[src/rtl/dmaw_packer.sv]
// dmaw_packer: packs a narrow user write stream into AXI_DW-wide beats with
// byte strobes and a last flag for the DMA write partitioner.
// Optional build macro DMAW_PACKER_BSWAP_EN byte-reverses each input word
// before lane placement (big-endian source). Strobes are unaffected.
//
// Stream handshakes (cfg, in, dmaw): a transfer happens on a rising edge where
// valid and ready are both 1. A producer keeps valid and its payload stable
// until that edge, and ready may depend combinationally on the other side.
module dmaw_packer #(
    parameter int AXI_DW = 128,
    parameter int IN_DW  = 32
) (
    input  logic                  usr_clk,
    input  logic                  usr_reset_n,
    input  logic                  cfg_valid,
    output logic                  cfg_ready,
    input  logic [31:0]           cfg_len,
    input  logic [IN_DW-1:0]      in_data,
    input  logic                  in_valid,
    output logic                  in_ready,
    output logic [AXI_DW-1:0]     dmaw_data,
    output logic [AXI_DW/8-1:0]   dmaw_strb,
    output logic                  dmaw_last,
    output logic                  dmaw_valid,
    input  logic                  dmaw_ready,
    output logic [1:0]            dbg_state
);

    localparam int AXI_BYTES  = AXI_DW / 8;
    localparam int AXI_WSTRBW = AXI_BYTES;
    localparam int IN_BYTES   = IN_DW / 8;
    localparam int RATIO      = AXI_DW / IN_DW;
    localparam int IDXW       = (RATIO > 1) ? $clog2(RATIO) : 1;
    localparam logic [IDXW-1:0] IDX_MAX  = IDXW'(RATIO - 1);
    localparam logic [31:0]     IN_BYTES_L = 32'(IN_BYTES);

    typedef enum logic [1:0] {
        ST_IDLE  = 2'd0,
        ST_BUSY  = 2'd1,
        ST_DRAIN = 2'd2
    } state_t;

    state_t                  r_state;
    state_t                  w_state_next;
    logic [31:0]             r_rem;
    logic [IDXW-1:0]         r_idx;
    logic [AXI_DW-1:0]       r_acc_data;
    logic [AXI_WSTRBW-1:0]   r_acc_strb;
    logic [AXI_DW-1:0]       r_out_data;
    logic [AXI_WSTRBW-1:0]   r_out_strb;
    logic                    r_out_last;
    logic                    r_out_valid;

    logic                    w_in_hs;
    logic                    w_cfg_start;
    logic                    w_final;
    logic                    w_launch;
    logic [31:0]             w_take;
    logic [IN_DW-1:0]        w_word;
    logic [IN_BYTES-1:0]     w_slot_strb;
    logic [AXI_DW-1:0]       w_beat_data;
    logic [AXI_WSTRBW-1:0]   w_beat_strb;

    assign dmaw_data  = r_out_data;
    assign dmaw_strb  = r_out_strb;
    assign dmaw_last  = r_out_last;
    assign dmaw_valid = r_out_valid;
    assign dbg_state  = r_state;

    assign w_cfg_start = (r_state == ST_IDLE) && cfg_valid && (cfg_len != 32'd0);
    assign w_in_hs     = in_valid && in_ready;
    // Saturating min keeps rem from wrapping on the short last word.
    assign w_take      = (r_rem < IN_BYTES_L) ? r_rem : IN_BYTES_L;
    assign w_final     = (r_rem <= IN_BYTES_L);
    assign w_launch    = w_in_hs && ((r_idx == IDX_MAX) || w_final);

    // Optional byte reversal of the incoming word.
    always_comb begin
        w_word = in_data;
`ifdef DMAW_PACKER_BSWAP_EN
        for (int b = 0; b < IN_BYTES; b++) begin
            w_word[b*8 +: 8] = in_data[(IN_BYTES-1-b)*8 +: 8];
        end
`else
        w_word = in_data;
`endif
    end

    // Merge the current word and its strobes into the accumulating beat.
    always_comb begin
        w_slot_strb = '0;
        for (int b = 0; b < IN_BYTES; b++) begin
            w_slot_strb[b] = (32'(b) < w_take);
        end
        w_beat_data = r_acc_data;
        w_beat_strb = r_acc_strb;
        w_beat_data[int'(r_idx)*IN_DW +: IN_DW]       = w_word;
        w_beat_strb[int'(r_idx)*IN_BYTES +: IN_BYTES] = w_slot_strb;
    end

    // FSM state register.
    always_ff @(posedge usr_clk) begin
        if (!usr_reset_n) begin
            r_state <= ST_IDLE;
        end else begin
            r_state <= w_state_next;
        end
    end

    // FSM next state and handshake readies.
    always_comb begin
        w_state_next = r_state;
        cfg_ready    = 1'b0;
        in_ready     = 1'b0;
        case (r_state)
            ST_IDLE: begin
                cfg_ready = 1'b1;
                if (w_cfg_start) begin
                    w_state_next = ST_BUSY;
                end
            end
            ST_BUSY: begin
                // One output register: accept a word only if the register
                // is empty or being emptied this cycle.
                in_ready = !r_out_valid || dmaw_ready;
                if (w_launch && w_final) begin
                    w_state_next = ST_DRAIN;
                end
            end
            ST_DRAIN: begin
                if (r_out_valid && dmaw_ready) begin
                    w_state_next = ST_IDLE;
                end
            end
            default: begin
                w_state_next = ST_IDLE;
            end
        endcase
    end

    // Byte counter, lane index and accumulator.
    always_ff @(posedge usr_clk) begin
        if (!usr_reset_n) begin
            r_rem      <= '0;
            r_idx      <= '0;
            r_acc_data <= '0;
            r_acc_strb <= '0;
        end else if (w_cfg_start) begin
            r_rem      <= cfg_len;
            r_idx      <= '0;
            r_acc_data <= '0;
            r_acc_strb <= '0;
        end else if (w_in_hs) begin
            r_rem <= r_rem - w_take;
            if (w_launch) begin
                r_idx      <= '0;
                r_acc_data <= '0;
                r_acc_strb <= '0;
            end else begin
                r_idx      <= r_idx + 1'b1;
                r_acc_data <= w_beat_data;
                r_acc_strb <= w_beat_strb;
            end
        end
    end

    // Output beat register; a load may coincide with the previous handshake.
    always_ff @(posedge usr_clk) begin
        if (!usr_reset_n) begin
            r_out_data  <= '0;
            r_out_strb  <= '0;
            r_out_last  <= 1'b0;
            r_out_valid <= 1'b0;
        end else if (w_launch) begin
            r_out_data  <= w_beat_data;
            r_out_strb  <= w_beat_strb;
            r_out_last  <= w_final;
            r_out_valid <= 1'b1;
        end else if (r_out_valid && dmaw_ready) begin
            r_out_valid <= 1'b0;
            r_out_last  <= 1'b0;
        end
    end

endmodule

[config.mk]
export PLATFORM = sky130hd
export DESIGN_NAME = dmaw_packer
export DESIGN_NICKNAME = d
export VERILOG_FILES = /design/src/rtl/dmaw_packer.sv
export SDC_FILE = /design/constraint.sdc
export NUM_CORES = 1
export LEC_CHECK = 0
export CAP_MARGIN = 20
export CORE_ASPECT_RATIO = 0.7
export CORE_UTILIZATION = 53
export DETAILED_ROUTE_END_ITERATION = 8
export GPL_TIMING_DRIVEN = 0
export PLACE_DENSITY = 0.76
export SLEW_MARGIN = 0
export SYNTH_ARGS = -nofsm -noshare
export SYNTH_HDL_FRONTEND = slang
export SYNTH_SLANG_ARGS = --single-unit
[constraint.sdc]
create_clock -name usr_clk -period 3.97 [get_ports usr_clk]
set_clock_uncertainty 0.2 [all_clocks]
set_input_delay 0.5955 -clock usr_clk [delete_from_list [all_inputs] [get_ports usr_clk]]
set_output_delay 0.5955 -clock usr_clk [all_outputs]
set_load 0.05 [all_outputs]
# Word-level counts from Yosys, hierarchy flattened
# Cells that the tools add are included.
dict set report totals {
  wordCells 62
  in_bits 69
  regBits 326
}
dict set report op_classes {
  n_reduce_logical 15
  n_bitwise 1
  eq_ne 6
  order_cmp 6
  n_addsub 4
  n_mux 17
  shift 4
}
# operator n
set ops {}
lappend ops {{bitwise mux 128 bit} 1}
lappend ops {{2-to-1 mux 128 bit} 1}
lappend ops {{variable shift 32 x 33 -> 128 bit, first input constant} 1}
lappend ops {{variable part select 32 x 33 -> 128 bit} 1}
lappend ops {{2-to-1 mux 32 bit} 3}
lappend ops {{less-than comparator 1 x 32 -> 1 bit, first input constant} 2}
lappend ops {{less-than comparator 2 x 32 -> 1 bit, first input constant} 2}
lappend ops {{negator 4 -> 33 bit} 1}
lappend ops {{negator 7 -> 33 bit} 1}
lappend ops {{variable shift 4 x 33 -> 16 bit, first input constant} 1}
lappend ops {{variable part select 4 x 33 -> 16 bit} 1}
lappend ops {{less-or-equal comparator 32 x 3 -> 1 bit, second input constant} 1}
lappend ops {{less-than comparator 32 x 3 -> 1 bit, second input constant} 1}
lappend ops {{nonzero test 32 bit} 1}
lappend ops {{subtractor 32 bit} 1}
lappend ops {{bitwise mux 16 bit} 1}
lappend ops {{2-to-1 mux 16 bit} 1}
lappend ops {{2-to-1 mux 2 bit} 4}
lappend ops {{logical AND 1 bit} 6}
lappend ops {{inequality test 2 bit, second input constant} 3}
lappend ops {{case mux 2 bit (3 select lines)} 1}
lappend ops {{2-to-1 mux 1 bit} 5}
lappend ops {{equality test 2 bit, second input constant} 2}
lappend ops {{nonzero test 2 bit} 2}
lappend ops {{other kinds (8)} 9}

# Logic depth before layout (Yosys ltp)
# Gate-level depths: netlist of the first run.
dict set report depth {
  depth_word 8
  ltp_mapped 11
  mapped_depth_nobuf 11
}

# Least setup slack after synthesis of the first run
# Ideal clock, no wire load.
dict set report synth_path {
  kind {register -> register}
  startpoint {register r_state[1] (netlist: dbg_state[1])}
  endpoint {register r_acc_data[12]}
  t_required_ns 3.642
  stages_incl_launch_ff 7
  setup_time_ns 0.128
  t_arrival_ns 2.559
  setup_slack_ns 1.083
  period_less_slack_ns 2.887
  path_cell_list {dfxtp_1 -> nor2_1 -> o211ai_1 -> nand2_1 -> clkbuf_1 -> clkbuf_1 -> nor2_1}
}
dict set report synth_between {
  elab_chain_len 5
  word_cells_on_any_way 9
}
# item line
set synth_lines {}
lappend synth_lines {{from (decl)} 43} ;# state_t r_state;
lappend synth_lines {{from (signal assigned)} 106} ;# r_state <= w_state_next;
lappend synth_lines {{equality test 2 x 1 -> 1 bit} 115} ;# case (r_state)
lappend synth_lines {{2-to-1 mux 1 bit} 115}
lappend synth_lines {{logical AND 1 bit} 71} ;# assign w_in_hs = in_valid && in_ready;
lappend synth_lines {{logical AND 1 bit} 75} ;# assign w_launch = w_in_hs && ((r_idx == IDX_MAX) || w_final);
lappend synth_lines {{2-to-1 mux 128 bit} 155} ;# if (w_launch) begin
lappend synth_lines {{to (signal assigned)} 161} ;# r_acc_data <= w_beat_data;
lappend synth_lines {{to (decl)} 47} ;# logic [AXI_DW-1:0] r_acc_data;
# Parallel ways exist; a longest one is shown, timed or not.
# A chain may end at the register's enable or synchronous reset.

# Worst setup path after layout of the first run
dict set report layout_path {
  startpoint {register r_idx[0]}
  endpoint {register r_acc_data[59]}
}
dict set report layout_between {
  elab_chain_len 4
  word_cells_on_any_way 8
}
# item line
set layout_lines {}
lappend layout_lines {{from (decl)} 46} ;# logic [IDXW-1:0] r_idx;
lappend layout_lines {{from (signal assigned)} 160} ;# r_idx <= r_idx + 1'b1;
lappend layout_lines {{negator 7 -> 33 bit / equality test 2 bit (equally long branches)} {97, 75}}
lappend layout_lines {{variable part select 32 x 33 -> 128 bit, or another cell as far along} 97} ;# w_beat_data[int'(r_idx)*IN_DW +: IN_DW] = w_word;
lappend layout_lines {{bitwise mux 128 bit / logical AND 1 bit (equally long branches)} {97, 75}}
lappend layout_lines {{2-to-1 mux 128 bit *} 155}
# Mark *: on every way between the ends. The rest lies on a longest branch, timed or not.

==> results.toml, run 1 <==
[status]
status = "finished, final reports clean"

[sta]
setup_violations = 0
hold_violations = 0
setup_slack_ps = 334.1
clock.fmax_ghz = 0.2750
slew_violations = 0
whs_ps = 276.6
slew-limit-headroom_pct = 15.37
rsz0062_at_grt = "false"
period_share_pct = 91.58
tightest_slew_ps = 1266
layout_min_cycle_time_ps = 3636

[floorplan]
core_um2 = 23880
die_area_um2 = 25270
die_x_um = 189.6
die_height_um = 133.3
io_pins = 219
initial_core_util_pct = 54.66
num_rows = 47

[routing]
drt-initial-drc-count = 1867
ant_nets = 0
via_count = 13660
drt_pass1_iterations = 5
totalWireLength_um = 48430
viasPerCell = 6.505
drc = 0
wl_per_cell_um = 23.06

[place]
gp_congestion = 0.9764
detailed_place_hpwl_um = 34790
port_buffers = 217
pre_cts_slack_ps = -342.2
dp.cells = 2039
placed_area_um2 = 15640

[critical_path]
crit_slowest_cell = "nor4b_2"
path_max_fanout = 10
worstPathCellList = "inv_1 > ha_1 > nor4b_2 > clkbuf_1 > a22oi_1 > nor3_1 > a21oi_1 > nor2_1"
worstSetupPathType = "register to register"
crit_arrival_ps = 3930
cp_data_required_time_ps = 4270
max_stage_delay_ps = 1030
path_buf_inv = 2
cp-start-kind = "register"
crit_family = "simple AND/OR/NAND/NOR gates"
crit_path_end_kind = "register"

[grt]
grt_pass1_wl_um = 72120
grt_overflow = 0
grtUsageTotal_pct = 36.90
grt_max_degree = 15
antenna_found_initial = 0
grt_pass1_vias = 12528

[synthesis]
synth_async_sr_flop_share_pct = 0
ys_warn_count = 0
ys_ff_latch = 326
avgSynthCellArea_um2 = 8.683
synth.distinct_cells = 58
synth_flop_cell = "dfxtp_1"
synth_seq_area_share_pct = 50.00
ys_top_cells_by_area = "dfxtp_1, nor2_1, a22oi_1"
syn_inst = 1503
yosysTopAreaCellShare_pct = 50.00
synth_area_um2 = 13050
synth_edf_count = 0
syn_nets = 1578
yosysTopAreaCell = "dfxtp_1"

[clock_tree]
cts-buffers-inserted = 31
clk_pin_slew_ps = 70
clock_sinks = 326
cts_tree = "built"
cts_hold_buffers = 0
insertion_delay_ps = 570
cts-root-buf = "clkbuf_16"
htree_num_levels = 1
clock_path_buffers = 3

[layout]
layout_common_cells = "dfxtp_1, nor2_1, clkdlybuf4s50_1"
mostFrequentLayoutCell = "dfxtp_1"
area_delta_synth_final_pct = 27.96
layout.nets = 1836
layout-drive-gt1-share_pct = 6.566
antenna_cells = 0
final_area_um2 = 16700
layoutNonFillerInstCount = 2100
final_util_pct = 69.95

[power_and_ir_drop]
power_density_nw_per_um2 = 424.3
p_seq_share_pct = 47.5
p_sw_share_pct = 26.04
power_frac_comb_pct = 10.5
netSwitchingPower_w = 0.001845
clkPwrFrac_pct = 42.0
internal-power_w = 0.005241
p_leak_nw = 5.738
peakVddDrop_mv = 0.3408

[min_path]
min-delay-path-class = "register to register"

[job]
maxCapViolCount = 0
==> per-layer routing <==
metal | share of wire, % | vias to the layer above | track usage [%]
li1 | - | 6091 | -
met1 | 44 | 6514 | 56.20
met2 | 40 | 962 | 51.04
met3 | 13 | 93 | 8.667
met4 | 2.8 | 0 | 10.84
met5 | 0 | - | 0
==> repair_timing <==
| action | in CTS | in global routing |
|---|---|---|
| hold endpoints to repair | 0 | 0 |
| setup buffers | 0 | 5 |
| setup endpoints to repair | 0 | 9 |
| gates resized for setup | 0 | 1 |
==> power groups by stage <==
stage | Clock [W] | Sequential, W | Combinational (W)
after floorplan | 0 | 0.00345 | 0.000374
after global placement | 0 | 0.00343 | 0.000697
after detailed placement | 0 | 0.00343 | 0.000701
after CTS | 0.00296 | 0.00336 | 0.000707
after global routing | 0.00308 | 0.00337 | 0.000778
final | 0.00298 | 0.00336 | 0.000747
==> metrics by stage <==
stage	total power, W	setup TNS [ps]
CTS	0.007030	0
detailed placement	0.004134	-1496
floorplan	0.003828	0
finish	0.007086	0
global placement	0.004128	-1825
global route	0.007227	0
==> Yosys cell counts, types with 17 or more instances <==
master    count
and3_1       39
o21ai_0      26
a221oi_1     32
nand3_1      17
nor2_1      244
nand2_1      47
a211oi_1     97
dfxtp_1     326
buf_2        26
a21oi_1     119
a22oi_1     110
clkbuf_1     93
a31oi_1      28
nor3_1      148
==> cell families (layout without fill, tap and decap cells) <==
group	after synthesis	in the layout	synth area share [%]
AND/OR/NAND/NOR	543	543	19.28
AO/OA/AOI/OAI	476	476	25.13
multiplexers	1	1	0.07670
flip-flops	326	326	50.00
buffers and inverters	150	429	4.908
other	1	1	0.02873
adder cells (fa/ha/maj)	6	6	0.5752
==> sequential cells by signal, indices dropped and copies added, names as in the netlist <==
signal      cells
dmaw_valid      1
dmaw_strb      16
r_acc_data    128
r_rem          32
dmaw_data     128
r_idx           2
dbg_state       2
dmaw_last       1
r_acc_strb     16
==> layout make-up <==
| type | instances | area, um2 |
|---|---|---|
| Multi-Input combinational cell | 1027 | 5897 |
| Inverter | 8 | 30.03 |
| Tap cell | 318 | 397.9 |
| Fill cell | 1971 | 7174 |
| Sequential cell | 326 | 6526 |
| Clock buffer | 49 | 953.4 |
| Timing Repair Buffer | 225 | 2230 |
| Clock inverter | 5 | 56.30 |
| Buffer | 142 | 610.6 |
==> final timing paths <==
check	cells after the start	to	startpoint	slack [ps]
setup / recovery	8	r_acc_data[59]	r_idx[0]	330
hold / removal	2	dmaw_strb[15]	r_acc_strb[15]	280
setup reg to reg	8	r_acc_data[59]	r_idx[0]	330
hold reg to reg	2	dmaw_strb[15]	r_acc_strb[15]	280
==> worst register-to-register path, cell delays in order, from the launching register on <==
cell and delay [ps]:
dfxtp_1 480, inv_1 190, ha_1 410, nor4b_2 1030
clkbuf_1 620, a22oi_1 240, nor3_1 250, a21oi_1 70
nor2_1 90
(Power assumes the default switching activity.)
==> inputs of run 2 (changes only) <==
--- a/config.mk
+++ b/config.mk
@@ -7,10 +7,11 @@
 export LEC_CHECK = 0
 export CAP_MARGIN = 20
 export CORE_ASPECT_RATIO = 0.7
-export CORE_UTILIZATION = 53
+export CORE_UTILIZATION = 60
 export DETAILED_ROUTE_END_ITERATION = 8
+export DONT_BUFFER_PORTS = 1
 export GPL_TIMING_DRIVEN = 0
-export PLACE_DENSITY = 0.76
+export PLACE_DENSITY = 0.72
 export SLEW_MARGIN = 0
 export SYNTH_ARGS = -nofsm -noshare
 export SYNTH_HDL_FRONTEND = slang
==> run 2 against run 1 <==
Critical path depth fell by 2. Sequential power up 1%. Power down 4.2%. Flip-flop and latch count stayed put. Final cell count shrank 12%. Critical endpoint is now r_acc_data[47]. Largest cell class unchanged. Highest routed layer unchanged.
==> results.toml, run 2 (synthesis gave the netlist of run 1 again) <==
[clock_tree]
htree_num_levels = 1
insertion_delay_ps = 560
cts-root-buf = "clkbuf_16"
clock_sinks = 326
clk_pin_slew_ps = 60
cts_tree = "built"
clock_path_buffers = 3
cts-buffers-inserted = 30

[floorplan]
die_area_um2 = 22360
die_x_um = 178.3
num_rows = 44
die_height_um = 125.4
io_pins = 219
initial_core_util_pct = 62.06
core_um2 = 21030

[grt]
grt.busiest_layer = "met1"
grt_use_met1_pct = 58.95
grt_max_degree = 15
grtUsageTotal_pct = 39.30
grt_overflow = 0
grt_pass1_wl_um = 67320
grt_pass1_vias = 11277
grt_util_met3_pct = 15.54
antenna_found_initial = 0
grtUsageMet2_pct = 50.95

[critical_path]
reg2reg_to = "r_acc_data[47]"
r2r-start = "dbg_state[1]"
critical_path.endpoint = "r_acc_data[47]"
startpoint = "dbg_state[1]"
crit_arrival_ps = 3890
rr_worst_depth = 6
worstSetupPathType = "register to register"
crit_path_end_kind = "register"
path_max_fanout = 10
ff2ff_setup_slack_ps = 300
cp_data_required_time_ps = 4190
cp-start-kind = "register"

[routing]
ant_nets = 0
drt_pass1_iterations = 5
viasPerCell = 6.867
drc = 0
totalWireLength_um = 45110
drt-initial-drc-count = 1695
wl_per_cell_um = 24.48
via_count = 12656

[sta]
setup_violations = 0
slew_violations = 0
clock.fmax_ghz = 0.2726
setup_tns_ps = 0
rsz0062_at_grt = "false"
whs_ps = 32.10
period_share_pct = 92.41
tightest_slew_ps = 1120
hold_violations = 0
layout_min_cycle_time_ps = 3669
slew-limit-headroom_pct = 25.03

[layout]
final_util_pct = 68.81
fillers = 1707
area_delta_synth_final_pct = 10.87
layoutNonFillerInstCount = 1843
mostFrequentLayoutCell = "dfxtp_1"
layout.nets = 1625
layout-drive-gt1-share_pct = 7.147
antenna_cells = 0
layout_common_cells = "dfxtp_1, nor2_1, nor3_1"
final_area_um2 = 14470

[min_path]
min-delay-path-class = "input port to register"
hold_path.startpoint = "cfg_len[17]"

[power_and_ir_drop]
p_leak_nw = 4.957
peakVddDrop_mv = 0.3233
power_density_nw_per_um2 = 469.0

[place]
gp_congestion = 0.9763
dp.cells = 1782
detailed_place_hpwl_um = 32520
port_buffers = 0
placed_area_um2 = 13430

[status]
status = "finished, final reports clean"

[job]
maxCapViolCount = 0
## run 2: cell count changes in the layout (fill, tap and decap cells not counted), moves of 3 or more
cell / previous run / this run
clkdlybuf4s50_1: 217 / 0
clkbuf_8: 11 / 2
dlygate4sd3_1: 0 / 8
clkinv_2: 3 / 6
## run 2: layout make-up
type                    instances  area, um2  share of cell area, %
flip-flops and latches        326       6526                  45.10
multi-input cells            1027       5904                  40.80
clock buffers                  41      833.3                  5.759
plain buffers                 142      610.6                  4.220
well taps                     276      345.3                  2.387
repair buffers                 15      130.1                 0.8993
clock inverters                 8      90.09                 0.6226
inverters                       8      30.03                 0.2075
## run 2: repair_timing
item                                    4_1_cts  5_1_grt
endpoints found under the setup margin        0      101
hold buffers                                  8        0
gates resized for setup                       0        2
buffers inserted                              0        2
endpoints found under the hold margin         8        0
## run 2: through the flow
| stage | worst slack [ps] | power, W |
|---|---|---|
| after global placement | -33.04 | 0.004003 |
| after floorplan | 1083 | 0.003828 |
| after global routing | 203.5 | 0.006969 |
| after CTS | 77.45 | 0.006752 |
| after detailed placement | 108.2 | 0.004009 |
| final | 301.1 | 0.006787 |
## run 2: report_power, final
| group | leakage, nW | total, W | internal [W] | switching [W] |
|---|---|---|---|---|
| combinational | 1.87 | 0.000586 | 0.000152 | 0.000434 |
| sequential | 2.63 | 0.00340 | 0.00332 | 0.0000811 |
| clock | 0.458 | 0.00280 | 0.00158 | 0.00122 |
## run 2: per-layer routing
| layer | routed length (um) | vias up | share of wire, % |
|---|---|---|---|
| met4 | 1354 | 0 | 3.0 |
| li1 | - | 5681 | - |
| met3 | 6870 | 98 | 15 |
| met2 | 17260 | 833 | 38 |
| met5 | 0 | - | 0 |
| met1 | 19620 | 6044 | 43 |
## run 2: worst min path at each step
stage                     end  slack (ps)  cells past startpoint
global placement    r_rem[23]         260                      2
floorplan           r_rem[23]         240                      2
detailed placement  r_rem[23]         270                      2
CTS                 r_rem[17]          10                      2
global route        r_rem[17]          20                      2
finish              r_rem[17]          30                      2
## run 2: critical path: stages (launching register included)
cell      delay, ps
dfxtp_1         560
nor2_2          620
o211ai_1        610
nand2_1         340
clkbuf_1        580
clkbuf_1        520
nor2_1          100
